$ cat src/rtl/seg_pkg.sv
// ---------------------------------------------------------------------------
// seg_pkg
// Shared definitions for the seven-segment message-scroll path.
//   mode_e             : scroll mode encodings (11 is reserved and acts as hold)
//   DEFAULT_BLANK_CODE : character-ROM code that lights no segments
//   idx_w()            : index width for a buffer of the given depth (min 1)
// ---------------------------------------------------------------------------
package seg_pkg;

    typedef enum logic [1:0] {
        MODE_HOLD   = 2'b00,
        MODE_WRAP   = 2'b01,
        MODE_BOUNCE = 2'b10,
        MODE_RSVD   = 2'b11
    } mode_e;

    localparam int DEFAULT_BLANK_CODE = 35;

    // Width of an index into a buffer of 'depth' entries; never below 1 bit.
    function automatic int idx_w(input int depth);
        return (depth > 1) ? $clog2(depth) : 1;
    endfunction

endpackage

$ cat src/rtl/seg_window_mux.sv
// ---------------------------------------------------------------------------
// seg_window_mux
// Purely combinational window selector. Picks NUM_DIGITS consecutive codes
// out of the flattened message buffer starting at 'offset', wrapping modulo
// msg_len. Short messages (msg_len <= NUM_DIGITS) are shown left-aligned
// from entry 0 with the remaining digits blanked.
// Ports:
//   offset   in  AW                    window start index
//   msg_len  in  LW                    active message length (1..MSG_DEPTH)
//   buf_flat in  MSG_DEPTH*CHAR_W      buffer, entry k at bits [k*CHAR_W +: CHAR_W]
//   codes    out NUM_DIGITS*CHAR_W     digit 0 (leftmost) in the MS slice
// ---------------------------------------------------------------------------
module seg_window_mux
    import seg_pkg::*;
#(
    parameter int NUM_DIGITS = 4,
    parameter int MSG_DEPTH  = 16,
    parameter int CHAR_W     = 7,
    parameter int BLANK_CODE = DEFAULT_BLANK_CODE,
    localparam int AW        = idx_w(MSG_DEPTH),
    localparam int LW        = AW + 1
) (
    input  logic [AW-1:0]                offset,
    input  logic [LW-1:0]                msg_len,
    input  logic [MSG_DEPTH*CHAR_W-1:0]  buf_flat,
    output logic [NUM_DIGITS*CHAR_W-1:0] codes
);

    // One extra bit so offset + digit index (< 2*MSG_DEPTH) cannot overflow.
    localparam int SW = LW + 1;
    localparam logic [CHAR_W-1:0] BLANK = CHAR_W'(BLANK_CODE);

    always_comb begin
        logic [SW-1:0] sum;
        logic [SW-1:0] idx;
        // NOTE: every output and temporary gets a default before the loop so
        // no path through the block leaves a value held, which would infer a latch.
        codes = {NUM_DIGITS{BLANK}};
        sum   = '0;
        idx   = '0;
        for (int i = 0; i < NUM_DIGITS; i++) begin
            if (msg_len > LW'(NUM_DIGITS)) begin
                // offset < msg_len and i < msg_len, so one conditional
                // subtract is a complete modulo.
                sum = SW'(offset) + SW'(i);
                idx = (sum >= SW'(msg_len)) ? sum - SW'(msg_len) : sum;
                codes[(NUM_DIGITS-1-i)*CHAR_W +: CHAR_W] = buf_flat[int'(idx)*CHAR_W +: CHAR_W];
            end else if (LW'(i) < msg_len) begin
                codes[(NUM_DIGITS-1-i)*CHAR_W +: CHAR_W] = buf_flat[i*CHAR_W +: CHAR_W];
            end
        end
    end

endmodule

$ cat src/rtl/seg_scroll_engine.sv
// ---------------------------------------------------------------------------
// seg_scroll_engine
// Message-scroll engine for the seven-segment display. Holds a writable
// buffer of character-ROM codes and presents a NUM_DIGITS-wide window that
// steps on each slowdown tick in hold, wrap or bounce mode.
// Ports:
//   clk        in  1                   clock
//   rst        in  1                   synchronous active-high reset
//   tick       in  1                   one-cycle scroll-step enable
//   dir        in  1                   1 = offset increments, 0 = decrements
//   mode       in  2                   00 hold, 01 wrap, 10 bounce, 11 hold
//   wr_en      in  1                   write one buffer entry
//   wr_addr    in  AW                  buffer write index (>= MSG_DEPTH ignored)
//   wr_data    in  CHAR_W              buffer write code
//   len_wr     in  1                   load message length (wins over tick)
//   len_data   in  AW+1                requested length, clamped to 1..MSG_DEPTH
//   char_codes out NUM_DIGITS*CHAR_W   registered window, digit 0 in MS slice
//   offset     out AW                  current window start index
//   wrap_pulse out 1                   pulse on wrap or bounce reversal
// ---------------------------------------------------------------------------
module seg_scroll_engine
    import seg_pkg::*;
#(
    parameter int NUM_DIGITS = 4,
    parameter int MSG_DEPTH  = 16,
    parameter int CHAR_W     = 7,
    parameter int BLANK_CODE = DEFAULT_BLANK_CODE,
    localparam int AW        = idx_w(MSG_DEPTH),
    localparam int LW        = AW + 1
) (
    input  logic                         clk,
    input  logic                         rst,
    input  logic                         tick,
    input  logic                         dir,
    input  logic [1:0]                   mode,
    input  logic                         wr_en,
    input  logic [AW-1:0]                wr_addr,
    input  logic [CHAR_W-1:0]            wr_data,
    input  logic                         len_wr,
    input  logic [LW-1:0]                len_data,
    output logic [NUM_DIGITS*CHAR_W-1:0] char_codes,
    output logic [AW-1:0]                offset,
    output logic                         wrap_pulse
);

    localparam logic [CHAR_W-1:0] BLANK = CHAR_W'(BLANK_CODE);

    logic [MSG_DEPTH*CHAR_W-1:0]  msg_buf;
    logic [LW-1:0]                msg_len;
    logic                         bdir;
    logic                         in_bounce;   // mode was bounce last cycle
    logic [NUM_DIGITS*CHAR_W-1:0] window;

    mode_e         mode_q;
    logic          frozen;
    logic          enter_bounce;
    logic [LW-1:0] max_off;
    logic [LW-1:0] off_ext;
    logic [LW-1:0] len_clamped;

    always_comb begin
        mode_q       = mode_e'(mode);
        frozen       = (msg_len <= LW'(NUM_DIGITS));
        enter_bounce = (mode_q == MODE_BOUNCE) && !in_bounce;
        max_off      = msg_len - LW'(NUM_DIGITS);
        off_ext      = LW'(offset);
        if (len_data == '0)
            len_clamped = LW'(1);
        else if (len_data > LW'(MSG_DEPTH))
            len_clamped = LW'(MSG_DEPTH);
        else
            len_clamped = len_data;
    end

    seg_window_mux #(
        .NUM_DIGITS (NUM_DIGITS),
        .MSG_DEPTH  (MSG_DEPTH),
        .CHAR_W     (CHAR_W),
        .BLANK_CODE (BLANK_CODE)
    ) u_window_mux (
        .offset   (offset),
        .msg_len  (msg_len),
        .buf_flat (msg_buf),
        .codes    (window)
    );

    // NOTE: sequential state uses non-blocking assignments only, so every
    // register samples the pre-edge values of the others.
    always_ff @(posedge clk) begin
        if (rst) begin
            // NOTE: the message buffer is cleared on reset on purpose: a reset
            // mid-scroll must blank the display, not replay the old text.
            msg_buf    <= {MSG_DEPTH{BLANK}};
            msg_len    <= LW'(NUM_DIGITS);
            offset     <= '0;
            bdir       <= 1'b1;
            in_bounce  <= 1'b0;
            char_codes <= {NUM_DIGITS{BLANK}};
            wrap_pulse <= 1'b0;
        end else begin
            wrap_pulse <= 1'b0;
            in_bounce  <= (mode_q == MODE_BOUNCE);
            // Window reflects the state as it stood before this edge.
            char_codes <= window;

            if (wr_en && (int'(wr_addr) < MSG_DEPTH))
                msg_buf[int'(wr_addr)*CHAR_W +: CHAR_W] <= wr_data;

            if (len_wr) begin
                msg_len <= len_clamped;
                offset  <= '0;
                bdir    <= dir;
            end else if (frozen) begin
                offset <= '0;
                if (enter_bounce)
                    bdir <= dir;
            end else if (enter_bounce) begin
                // Entry cycle only aligns state; the first step waits for the next tick.
                bdir <= dir;
                if (off_ext > max_off)
                    offset <= AW'(max_off);
            end else if (tick) begin
                unique case (mode_q)
                    MODE_WRAP: begin
                        if (dir) begin
                            if (off_ext == msg_len - LW'(1)) begin
                                offset     <= '0;
                                wrap_pulse <= 1'b1;
                            end else begin
                                offset <= offset + AW'(1);
                            end
                        end else begin
                            if (offset == '0) begin
                                offset     <= AW'(msg_len - LW'(1));
                                wrap_pulse <= 1'b1;
                            end else begin
                                offset <= offset - AW'(1);
                            end
                        end
                    end
                    MODE_BOUNCE: begin
                        // max_off >= 1 here, so reversing always has room to step.
                        if (bdir) begin
                            if (off_ext >= max_off) begin
                                bdir       <= 1'b0;
                                offset     <= AW'(max_off - LW'(1));
                                wrap_pulse <= 1'b1;
                            end else begin
                                offset <= offset + AW'(1);
                            end
                        end else begin
                            if (offset == '0) begin
                                bdir       <= 1'b1;
                                offset     <= AW'(1);
                                wrap_pulse <= 1'b1;
                            end else begin
                                offset <= offset - AW'(1);
                            end
                        end
                    end
                    default: begin
                        offset <= offset;
                    end
                endcase
            end
        end
    end

endmodule

$ cat config.mk
export PLATFORM = sky130hd
export DESIGN_NAME = seg_scroll_engine
export DESIGN_NICKNAME = d
export VERILOG_FILES = /design/src/rtl/seg_pkg.sv /design/src/rtl/seg_window_mux.sv /design/src/rtl/seg_scroll_engine.sv
export SDC_FILE = /design/constraint.sdc
export NUM_CORES = 1
export LEC_CHECK = 0
export ABC_CLOCK_PERIOD_IN_PS = 4400
export CORE_ASPECT_RATIO = 0.8
export CORE_MARGIN = 4
export CORE_UTILIZATION = 57
export CTS_BUF_LIST = sky130_fd_sc_hd__clkbuf_16
export CTS_CLUSTER_DIAMETER = 80
export DETAILED_ROUTE_END_ITERATION = 10
export MAX_ROUTING_LAYER = met4
export PLACE_DENSITY = 0.76
export SYNTH_ARGS = -nofsm -noshare
export SYNTH_HDL_FRONTEND = slang
export SYNTH_SLANG_ARGS = --single-unit
$ cat constraint.sdc
create_clock -name clk -period 4.4 [get_ports clk]
set_input_delay 0.88 -clock clk [delete_from_list [all_inputs] [get_ports clk]]
set_output_delay 0.88 -clock clk [all_outputs]
set_load 0.1 [all_outputs]
[After elaboration in Yosys (flattened, before gate mapping)]
Cells that the tools add are included.
Cells by class
  add/sub/neg operators: 13
  multipliers: 5
  order comparisons: 13
  equality and inequality tests: 5
  shifts and indexed selects: 6
  muxes and demuxes: 39
  bitwise logic cells: 1
  reductions and logical operators: 12
Operators with widths (count)
  $shiftx A112 B32 Y7: 4
  $bwmux W112: 1
  $shift A7 B33 Y112 const A: 1
  $shiftx A7 B33 Y112: 1
  $mux W7: 8
  $mul A6 B3 Y9 const B: 4
  $mux W4: 9
  $neg A7 Y33: 1
  $mux W6: 4
  $ge A6 B5 Y1: 3
  $sub A6 B5 Y6: 3
  $mux W1: 13
  $add A4 B2 Y5 const B: 2
  $ge A4 B5 Y1: 2
  $lt A1 B5 Y1 const A: 2
  $lt A2 B5 Y1 const A: 2
  $mux W5: 2
  $reduce_bool A3 Y1: 3
  $pmux W4 S2: 1
  $sub A4 B1 Y4 const B: 2
  $mul A4 B3 Y7 const B: 1
  $reduce_and A3 Y1: 2
  $sub A4 B5 Y6: 1
  $add A4 B1 Y5 const B: 1
  other kinds (21): 21
Word-level totals
  flip-flop bits (word level): 152
  input bits: 24
  output and inout bits: 33
  word-level logic and storage cells: 101

[Longest topological paths before layout]
  word-level depth: 9
  gate-level depth with buffers: 16
  mapped depth without buffers: 13

[Cells and area by module]
A second synthesis with hierarchy kept.
Unflattened totals
  cell total of the unflattened synthesis: 1596
  area, all modules: 11912.7 um^2
By module, submodules not included
  seg_scroll_engine: instances 1, cells an instance 692, area each 6336.1 um^2, sequential area each 3042.9 um^2
  seg_window_mux: instances 1, cells an instance 904, area each 5576.6 um^2, sequential area each 0.0 um^2

[Worst setup path after synthesis]
No wires, ideal clock.
  kind: register to register
  from: register offset[1]
  to: register char_codes[2]
  library setup time: 0.122 ns
  arrival time: 4.685 ns
  data required time: 4.278 ns
  path slack: -0.407 ns
  cell stages (with the launch flop): 14
  buffers on the path: 1
  period minus slack after synthesis: 4.807 ns
  cell sequence: dfxtp_1 clkbuf_1 inv_1 ha_1 a21oi_1 xnor2_1 ha_1 a21oi_1 a31oi_2 nor2_4 mux2i_2 mux4_2 mux2_2 a221o_1
On the way
  longest elaborated chain between the ends: 6
  elaborated cells between the ends (all ways): 7
  those cells by class: add/sub: 2; mul: 1; order compare: 1; shift: 1; mux: 2
Ends and longest elaborated chain
  from (decl): RTL line seg_scroll_engine.sv:42  | output logic [AW-1:0] offset,
  from (signal assigned): RTL line seg_scroll_engine.sv:121  | offset <= AW'(max_off);
  from (signal assigned): RTL line seg_scroll_engine.sv:130  | offset <= offset + AW'(1);
  from (signal assigned): RTL line seg_scroll_engine.sv:134  | offset <= AW'(msg_len - LW'(1));
  $add A4 B2 Y5 (*): RTL line seg_window_mux.sv:45  | sum = SW'(offset) + SW'(i);
  $sub A6 B5 Y6 or $ge A6 B5 Y1 (tied branches): RTL line seg_window_mux.sv:46  | idx = (sum >= SW'(msg_len)) ? sum - SW'(msg_len) : sum;
  $mux W6 (*): RTL line seg_window_mux.sv:46
  $mul A6 B3 Y9 (*): RTL line seg_window_mux.sv:47  | codes[(NUM_DIGITS-1-i)*CHAR_W +: CHAR_W] = buf_flat[int'(idx)*CHAR_W +: CHAR_W];
  $shiftx A112 B32 Y7 (*): RTL line seg_window_mux.sv:47
  $mux W7 (*): RTL line seg_window_mux.sv:42  | if (msg_len > LW'(NUM_DIGITS)) begin
  to (signal assigned): RTL line seg_scroll_engine.sv:98  | char_codes <= {NUM_DIGITS{BLANK}};
  to (signal assigned): RTL line seg_scroll_engine.sv:104  | char_codes <= window;
  to (decl): RTL line seg_scroll_engine.sv:41  | output logic [NUM_DIGITS*CHAR_W-1:0] char_codes,
Mark *: on every way between the ends. The rest lies on a longest branch, timed or not.
A chain may end at the register's enable or synchronous reset.

[Worst setup path in the final report]
  from: register offset[1]
  to: register char_codes[6]
The elaborated chain is that of the path after synthesis.

==> metrics.cfg <==
[logic_synthesis]
synth_top_family_by_area=multiplexers
synth-seq-cells=152
synth.avg_cell_area_um2=8.92
synth-warning-count=0
synth-simple-area-share=0.152
synth-xor-area-share=0.0159
synth_area_mm2=0.0116
synth.area.mux_share=0.315
synth_adder_area_share=0.0458
synth_compound_area_frac=0.170
async_flop_share=0
synthFlopType=dfxtp_1
synth.net_count=1363
syn_inst=1299
post_synth_num_cell_types=82
synth_edf_count=0
synth.yosys.seq_area_share=0.263

[cts]
ctsLongestPathBuffers=2
clock_latency_ps=440
cts_setup_buffers=0
numCtsBuffers=17
cts_tree=done
clkSlewWorstSetupHoldPaths_ps=70
cts_resized=0
clockRootBuffer=clkbuf_16
cts_hold_buf=0
cts_num_sinks=152
htreeDepth=4

[hold_path]
hold_path.class=register to register

[flow_run]
cap_violations=0

[route]
first_pass_iters=6
via_per_inst=6.87
ant_nets=0
drcViolationCount=0
routedWlPerCell_um=24.7
initialDrtViolationCount=1700
vias=11100
wl_um=40000

[placement]
io_buffer_count=56
dp_cells=1587
pre_cts_slack_ps=356
place_congestion=1.06
hpwl_um=29500
dpl_cell_area_mm2=0.0125

[grt]
grt_overflow=0
grt_max_degree=74
grt_pass1_wl_um=61500
antenna_found_initial=0
grt_pass1_vias=10200
track_usage=0.358

[critical_path]
arrival_ps=4420
path_class=register to register
crit_required_ps=4720
endpoint_kind=register
cp_max_fo=14
cp-start-kind=register

[timing]
setup_viol=0
setup_ws_ps=301
tightest_slew_ps=1040
finalHoldViolCount=0
whs_ps=536
fin_skew_ps=10.8
slew_viol_final=0
fin_crit_ps=4100
clock.fmax_ghz=0.244
period_share=0.932
setup_tns_ps=0
rsz0062_at_grt=no
relSlewSlack=0.306

[die]
io_pins=57
fp.dieW_um=167
initial_core_util=0.582
fp-row-count=46
die_h_um=135
die-area_mm2=0.0227
coreArea_mm2=0.0199

[layout]
multiInputGateArea_mm2=0.00816
drive_gt1_frac=0.108
fin_area_mm2=0.0131
layout.area.seq_mm2=0.00305
final_cell_mix=mux2i_1 (268), dfxtp_1 (150), nand2_1 (134)
syn2layout_area_growth_pct=12.9
n_antenna_cell=0
layout_commonest_cell=mux2i_1
final_core_util=0.657
nNetsFinal=1406
final_cells=1619
num-fill-cells=1721

[pwr]
p_leak_nw=5.75
power_mw=4.00
vdd_ir_drop_max_mv=0.238
p_per_area_mw_per_mm2=306

[status]
status=completed

## worst max-delay path, stage by stage (launching register included)
cell and delay [ps]:
dfxtp_4 410, inv_1 280, ha_1 220, a21oi_1 80
xnor2_1 370, ha_1 370, a21oi_1 270, a31oi_2 170
nor2_4 240, mux2i_2 240, buf_4 230, mux4_2 520
mux2_2 280, a221o_1 320
## cells in the mapped netlist (all sizes together), types with 5 or more instances
cell | n | area [um2]
a211oi | 30 | 225
a21o | 8 | 60.1
a21oi | 44 | 235
a221o | 6 | 60.1
a221oi | 11 | 103
a22o | 9 | 78.8
a22oi | 5 | 37.5
a311oi | 8 | 70.1
a31oi | 6 | 58.8
and2 | 14 | 87.6
and3 | 8 | 50.1
buf | 33 | 195
clkbuf | 39 | 146
dfxtp | 152 | 3040
ha | 36 | 450
inv | 27 | 101
mux2 | 34 | 387
mux2i | 273 | 2750
mux4 | 23 | 518
nand2 | 135 | 507
nand2b | 12 | 75.1
nand3 | 20 | 100
nor2 | 127 | 489
nor2b | 11 | 68.8
nor3 | 16 | 85.1
nor3b | 11 | 87.6
o211ai | 56 | 420
o21ai | 33 | 165
o22ai | 19 | 119
o31ai | 5 | 37.5
or4 | 6 | 45.0
xnor2 | 14 | 123
xor2 | 7 | 61.3
## flip-flops by register name, summed over array words and instances, names as in the netlist
name	flops
msg_buf	112
char_codes	28
msg_len	5
offset	4
bdir	1
in_bounce	1
wrap_pulse	1
## worst paths after layout
kind	startpoint	endpoint	slack [ps]	cells past startpoint
worst max-delay path	offset[1]$_SDFFE_PP0P_	char_codes[6]$_SDFF_PP0_	300	13
worst min-delay path	msg_len[3]$_SDFFE_PP0P_	msg_len[3]$_SDFFE_PP0P_	540	2
worst max register to register	offset[1]$_SDFFE_PP0P_	char_codes[6]$_SDFF_PP0_	300	13
worst min register to register	msg_len[3]$_SDFFE_PP0P_	msg_len[3]$_SDFFE_PP0P_	540	2
## cells by family (layout without fill, tap and decap cells)
kind of cell | Yosys count | after routing
AND/OR/NAND/NOR | 382 | 382
multiplexers | 330 | 330
AO/OA/AOI/OAI | 274 | 274
flip-flops | 152 | 152
buffers and inverters | 100 | 156
adder cells (fa/ha/maj) | 40 | 40
XOR/XNOR | 21 | 21
## routing by layer
layer	global-route usage	wire length, um	vias to the layer above
li1	-	-	4957
met1	0.515	17300	5280
met2	0.488	16000	793
met3	0.119	5740	89
met4	0.0771	924	0
met5	-	0	-
## final cells by class
cell class,instances,share of cell area
multi-input combinational,1047,0.624
sequential,152,0.233
timing repair buffer,96,0.0683
clock buffer,17,0.0325
tap,264,0.0253
clock inverter,15,0.00890
inverter,28,0.00804
## report_power, final
part	total, mW	internal [mW]	switching, mW
Clock	1.42	0.735	0.683
Combinational	1.14	0.409	0.728
Sequential	1.45	1.41	0.0407
(Power assumes the default switching activity.)
